--- src/rtl/snake_pkg.sv ---
// Shared constants for the snake display path: tile codes, colours, grid defaults and the
// reciprocal helper used for division-free tile coordinate mapping.
package snake_pkg;

    localparam int unsigned DefTilePx = 20;
    localparam int unsigned DefGridW  = 32;
    localparam int unsigned DefGridH  = 24;

    typedef enum logic [1:0] {
        TileEmpty = 2'd0,
        TileBody  = 2'd1,
        TileHead  = 2'd2,
        TileFood  = 2'd3
    } tile_e;

    typedef enum logic {
        StIdle  = 1'b0,
        StClear = 1'b1
    } map_state_e;

    localparam logic [11:0] ColBlack = 12'h000;
    localparam logic [11:0] ColWall  = 12'h888;
    localparam logic [11:0] ColBody  = 12'h0F0;
    localparam logic [11:0] ColHead  = 12'h0FF;
    localparam logic [11:0] ColFood  = 12'h00F;

    // Fixed-point scale for the reciprocal; keeps floor(x/px) exact for x < 1024, px < 1000.
    localparam int unsigned RecipShift = 20;

    function automatic int unsigned recip(input int unsigned px);
        return ((32'd1 << RecipShift) + px - 1) / px;
    endfunction

endpackage

--- src/rtl/tile_map_ram.sv ---
// Tile map storage: 2-bit entries, one synchronous write port, one asynchronous read port.
// Contents are not reset; the renderer's clear sweep initialises them.
module tile_map_ram #(
    parameter int unsigned Depth = 768,
    parameter int unsigned AddrW = 10
) (
    input  logic             clk,
    input  logic             we,
    input  logic [AddrW-1:0] waddr,
    input  logic [1:0]       wdata,
    input  logic [AddrW-1:0] raddr,
    output logic [1:0]       rdata
);

    logic [1:0] mem [Depth];

    always_ff @(posedge clk) begin
        if (we && (32'(waddr) < Depth)) begin
            mem[waddr] <= wdata;
        end
    end

    // Addresses past the map (off-screen pixel positions) read as empty.
    assign rdata = (32'(raddr) < Depth) ? mem[raddr] : 2'b00;

endmodule

--- src/rtl/tile_renderer.sv ---
// Tile-map renderer: maps pixel (row, col) to a tile colour with one cycle of latency and
// owns the map clear sweep. Define FOOD_BLINK_EN to make food tiles blink every 16 frames.
module tile_renderer
    import snake_pkg::*;
#(
    parameter int unsigned TILE_PX = DefTilePx,
    parameter int unsigned GRID_W  = DefGridW,
    parameter int unsigned GRID_H  = DefGridH
) (
    input  logic        clk,
    input  logic        rst_n,
    input  logic [8:0]  row,
    input  logic [9:0]  col,
    input  logic        rdn,
    output logic [11:0] Din,
    input  logic        wr_en,
    input  logic [4:0]  wr_x,
    input  logic [4:0]  wr_y,
    input  logic [1:0]  wr_tile,
    input  logic        clr,
    output logic        busy
);

    localparam int unsigned XW      = $clog2(GRID_W);
    localparam int unsigned YW      = $clog2(GRID_H);
    localparam int unsigned AW      = XW + YW;
    localparam int unsigned Depth   = GRID_W * GRID_H;
    localparam int unsigned Recip   = recip(TILE_PX);
    localparam logic [AW-1:0] LastIdx = AW'(Depth - 1);

    // Tile coordinates via multiply-by-reciprocal instead of a divider.
    logic [31:0] col_prod, row_prod, tx_full, ty_full;
    logic        wall;
    logic [AW-1:0] rd_addr;
    logic [1:0]  rd_data;

    assign col_prod = 32'(col) * Recip;
    assign row_prod = 32'(row) * Recip;
    assign tx_full  = col_prod >> RecipShift;
    assign ty_full  = row_prod >> RecipShift;
    assign rd_addr  = {ty_full[YW-1:0], tx_full[XW-1:0]};
    assign wall     = (tx_full == 32'd0) || (tx_full == GRID_W - 1) ||
                      (ty_full == 32'd0) || (ty_full == GRID_H - 1);

    // Clear sweep FSM.
    map_state_e    state_q, state_d;
    logic [AW-1:0] idx_q, idx_d;

    always_ff @(posedge clk or negedge rst_n) begin
        if (!rst_n) begin
            state_q <= StClear;
            idx_q   <= '0;
        end else begin
            state_q <= state_d;
            idx_q   <= idx_d;
        end
    end

    always_comb begin
        state_d = state_q;
        idx_d   = idx_q;
        unique case (state_q)
            StIdle: begin
                if (clr) begin
                    state_d = StClear;
                    idx_d   = '0;
                end
            end
            StClear: begin
                if (clr) begin
                    idx_d = '0;
                end else if (idx_q == LastIdx) begin
                    state_d = StIdle;
                    idx_d   = '0;
                end else begin
                    idx_d = idx_q + 1'b1;
                end
            end
        endcase
    end

    assign busy = (state_q == StClear);

    // Map write port: the sweep owns it while busy, external writes are dropped.
    logic          wr_ok, ram_we;
    logic [AW-1:0] ram_waddr;
    logic [1:0]    ram_wdata;

    assign wr_ok     = !busy && wr_en && (32'(wr_x) < GRID_W) && (32'(wr_y) < GRID_H);
    assign ram_we    = busy || wr_ok;
    assign ram_waddr = busy ? idx_q : {wr_y[YW-1:0], wr_x[XW-1:0]};
    assign ram_wdata = busy ? TileEmpty : wr_tile;

    tile_map_ram #(
        .Depth (Depth),
        .AddrW (AW)
    ) u_map (
        .clk   (clk),
        .we    (ram_we),
        .waddr (ram_waddr),
        .wdata (ram_wdata),
        .raddr (rd_addr),
        .rdata (rd_data)
    );

`ifdef FOOD_BLINK_EN
    logic       frame_tick;
    logic [7:0] frame_q;

    assign frame_tick = !rdn && (32'(row) == GRID_H * TILE_PX - 1) &&
                        (32'(col) == GRID_W * TILE_PX - 1);

    always_ff @(posedge clk or negedge rst_n) begin
        if (!rst_n) begin
            frame_q <= 8'd0;
        end else if (frame_tick) begin
            frame_q <= frame_q + 8'd1;
        end
    end
`endif

    logic [11:0] pix_colour;

    always_comb begin
        pix_colour = ColBlack;
        if (wall) begin
            pix_colour = ColWall;
        end else begin
            unique case (tile_e'(rd_data))
                TileEmpty: pix_colour = ColBlack;
                TileBody:  pix_colour = ColBody;
                TileHead:  pix_colour = ColHead;
                TileFood: begin
`ifdef FOOD_BLINK_EN
                    pix_colour = frame_q[4] ? ColBlack : ColFood;
`else
                    pix_colour = ColFood;
`endif
                end
            endcase
        end
    end

    always_ff @(posedge clk or negedge rst_n) begin
        if (!rst_n) begin
            Din <= ColBlack;
        end else begin
            Din <= rdn ? ColBlack : pix_colour;
        end
    end

endmodule

--- config.mk ---
export PLATFORM = sky130hd
export DESIGN_NAME = tile_renderer
export DESIGN_NICKNAME = d
export VERILOG_FILES = /design/src/rtl/snake_pkg.sv /design/src/rtl/tile_map_ram.sv /design/src/rtl/tile_renderer.sv
export SDC_FILE = /design/constraint.sdc
export NUM_CORES = 2
export LEC_CHECK = 0
export ABC_AREA = 1
export CAP_MARGIN = 20
export CORE_ASPECT_RATIO = 1.75
export CORE_MARGIN = 8
export CORE_UTILIZATION = 40
export CTS_CLUSTER_SIZE = 10
export DETAILED_ROUTE_END_ITERATION = 10
export PLACE_DENSITY_LB_ADDON = 0.05
export SLEW_MARGIN = 10
export SYNTH_ARGS = -nofsm -noshare
export SYNTH_HDL_FRONTEND = slang
export SYNTH_SLANG_ARGS = --single-unit
--- constraint.sdc ---
create_clock -name clk -period 42.5 [get_ports clk]
set_clock_uncertainty 0.2 [all_clocks]
set_input_delay 4.25 -clock clk [delete_from_list [all_inputs] [get_ports clk]]
set_output_delay 4.25 -clock clk [all_outputs]
set_load 0.01 [all_outputs]
==> results.cfg <==
[setup_path]
worstSetupEndpointType = register
cpMostUsedCell = nand2_1
critPathMaxFanout = 121
crit_type = in -> reg
cp.arrival_ps = 13760
slowest_stage = buf_4
required_ps = 43000
start_kind = primary input
max_stage_delay_ps = 910

[synthesis]
synth_area_leader_cell = edfxtp_1
async_flop_share = 0.0103
synthTopCellsByCount = 1,960 x nand2_1, 1,536 x edfxtp_1, 1,054 x nand3_1
ys.flop_type = edfxtp_1
yosys_warnings = 0
yosysUniqueCellTypes = 46
netlist_area_mm2 = 0.0725
synthCells = 7207
synth_edf_count = 1536
synth.area.top_cells = edfxtp_1 64%, nand2_1 10%, nand3_1 7.3%
synth_seq_area_share = 0.642
yosys_register_bits = 1552
synth_most_common_cell = nand2_1
syn_area_per_cell_um2 = 10.1
yosysTopAreaCellShare = 0.636

[sta]
fin_crit_sh = 0.312
max_freq_mhz = 75.4
tightest_slew_ps = 1290
rsz0062_at_grt = false
hold_violations = 0
period_needed_ps = 13260
setup_viol = 0
slew_headroom = 0.138
tns_ps = 0
slew_viol_final = 0

[floorplan]
ioPinCount = 49
die_h_um = 579
fp-row-count = 207
design.core.area_mm2 = 0.181
die_x_um = 338
start_util = 0.401
dieArea_mm2 = 0.196

[detailed_routing]
viasPerCell = 5.35
dr.pass1.iters = 6
route.detailed.drc = 0
postRouteAntennaNets = 0
drtIter0Drc = 3777
finalWirelength_um = 231000
vias = 50800
wl_per_cell_um = 24.4

[cts]
cts_made_buffers = 182
cts_sinks = 1552
clockBufferDepth = 4
cts_root_buf = clkbuf_16
path_clk_slew_ps = 60
htree_levels = 4
postCtsSetupBuffers = 0
tritoncts = built
hold_buffers = 0
clock_latency_ps = 800
cts_resized = 0

[layout]
layout-drive-gt1-share = 0.0500
areaGrowthSynthToFinish_pct = 9.49
fin_util = 0.439
fillCellCount = 17500
num-nets-final = 7264

[placed_design]
gp_congestion = 0.828
dpl.hpwl_um = 127000
port_buffers = 45

[pwr]
irDropWorstVdd_uv = 132
p_leak_nw = 30.0
power_density_mw_per_mm2 = 85.5
finalPower_w = 0.00679

[outcome]
outcome = completed

[global_routing]
grt_remaining_overflow = 0
grtUsageTotal = 0.233
grt_pass1_wl_um = 338000
grt_pass1_vias = 52000
antenna_found_initial = 9
grt_max_degree = 227

[run]
drv_cap = 0

[worst_hold_path]
hp-class = reg -> reg
sequential cells by signal, summed over array words and instances (netlist names):
| signal | count |
|---|---|
| busy | 1 |
| Din | 5 |
| idx_q | 10 |
| u_map.mem | 1536 |
worst max-delay path, delay by kind of cell:
family                   cells  cell delay, ps
buffers and inverters        8            3210
adder cells (fa/ha/maj)      6            2740
AND/OR/NAND/NOR             24            3360
metal layers:
| layer | track usage | part of all wire |
|---|---|---|
| met4 | 0.0862 | 0.041 |
| met2 | 0.434 | 0.53 |
| met5 | 0 | 0 |
| met3 | 0.0248 | 0.043 |
| met1 | 0.275 | 0.39 |
final cells by class:
cell class              instances  area [um^2]  share of cell area
well taps                    2403         3010              0.0379
clock buffers                 216         4750              0.0598
inverters                     591         2230              0.0281
repair buffers                143         1260              0.0159
diodes                          2         5.00           0.0000630
flip-flops and latches       1552        46500               0.586
multi-input cells            4585        21600               0.272
clock inverters                 6         42.5            0.000536
metrics by stage:
stage | instance area (um^2) | hold WS (ps) | worst slack, ps | cells
global route | 79400 | 295 | 28620 | 9497
CTS | 79400 | 276 | 29240 | 9495
detailed placement | 74600 | 264 | 28390 | 9273
floorplan | 72500 | 233 | 16410 | 7209
finish | 79400 | 279 | 29240 | 9498
global placement | 74600 | 258 | 28370 | 9272
path summary, 6_finish.rpt:
path	from	to	slack, ps	cells past startpoint
setup / recovery	col[4]	Din[7]	29240	38
hold / removal	idx_q[6]	idx_q[6]	280	1
setup reg to reg	busy	u_map.mem[108][1]	37060	6
hold reg to reg	idx_q[6]	idx_q[6]	280	1
max in group asynchronous	rst_n	Din[2]	37720	1
min in group asynchronous	rst_n	idx_q[0]	3790	1
cell families after synthesis:
family,Yosys count,share of synthesized area
flops,1552,0.642
other cells,1,0.0000517
simple gates,4057,0.231
fa+ha+maj,173,0.0353
compound gates,338,0.0259
xor+xnor,14,0.00169
buf+inv,1072,0.0645
placed cells by master, fill, tap and decap left out, types with 2 or more instances in the layout:
master and count:
a211oi_1 2, a21o_1 5, a21oi_1 30, a41oi_1 2, buf_12 6, buf_4 91, clkbuf_1 31, clkbuf_16 185
clkdlybuf4s50_1 45, conb_1 3, dfrtp_1 15, diode_2 2, edfxtp_1 1536, fa_1 53, ha_1 120, inv_1 587
inv_2 2, inv_6 3, nand2_1 1934, nand2_2 28, nand2_4 8, nand2_8 6, nand3_1 1046, nand3_2 4
nand3_4 6, nand4_1 12, nor2_1 984, nor2_4 3, nor3_1 17, nor3_2 2, nor4_1 2, o211ai_1 15
o21ai_0 143, o21ai_1 66, o21bai_1 15, o22ai_1 54, xnor2_1 4, xor2_1 9
report_power, final:
part	total (W)	internal, W	switching (W)
logic	0.00376	0.00102	0.00275
registers	0.00166	0.00166	0.00000367
clock network	0.00136	0.000773	0.000587
total	0.00679	0.00345	0.00334
(Power assumes the default switching activity.)
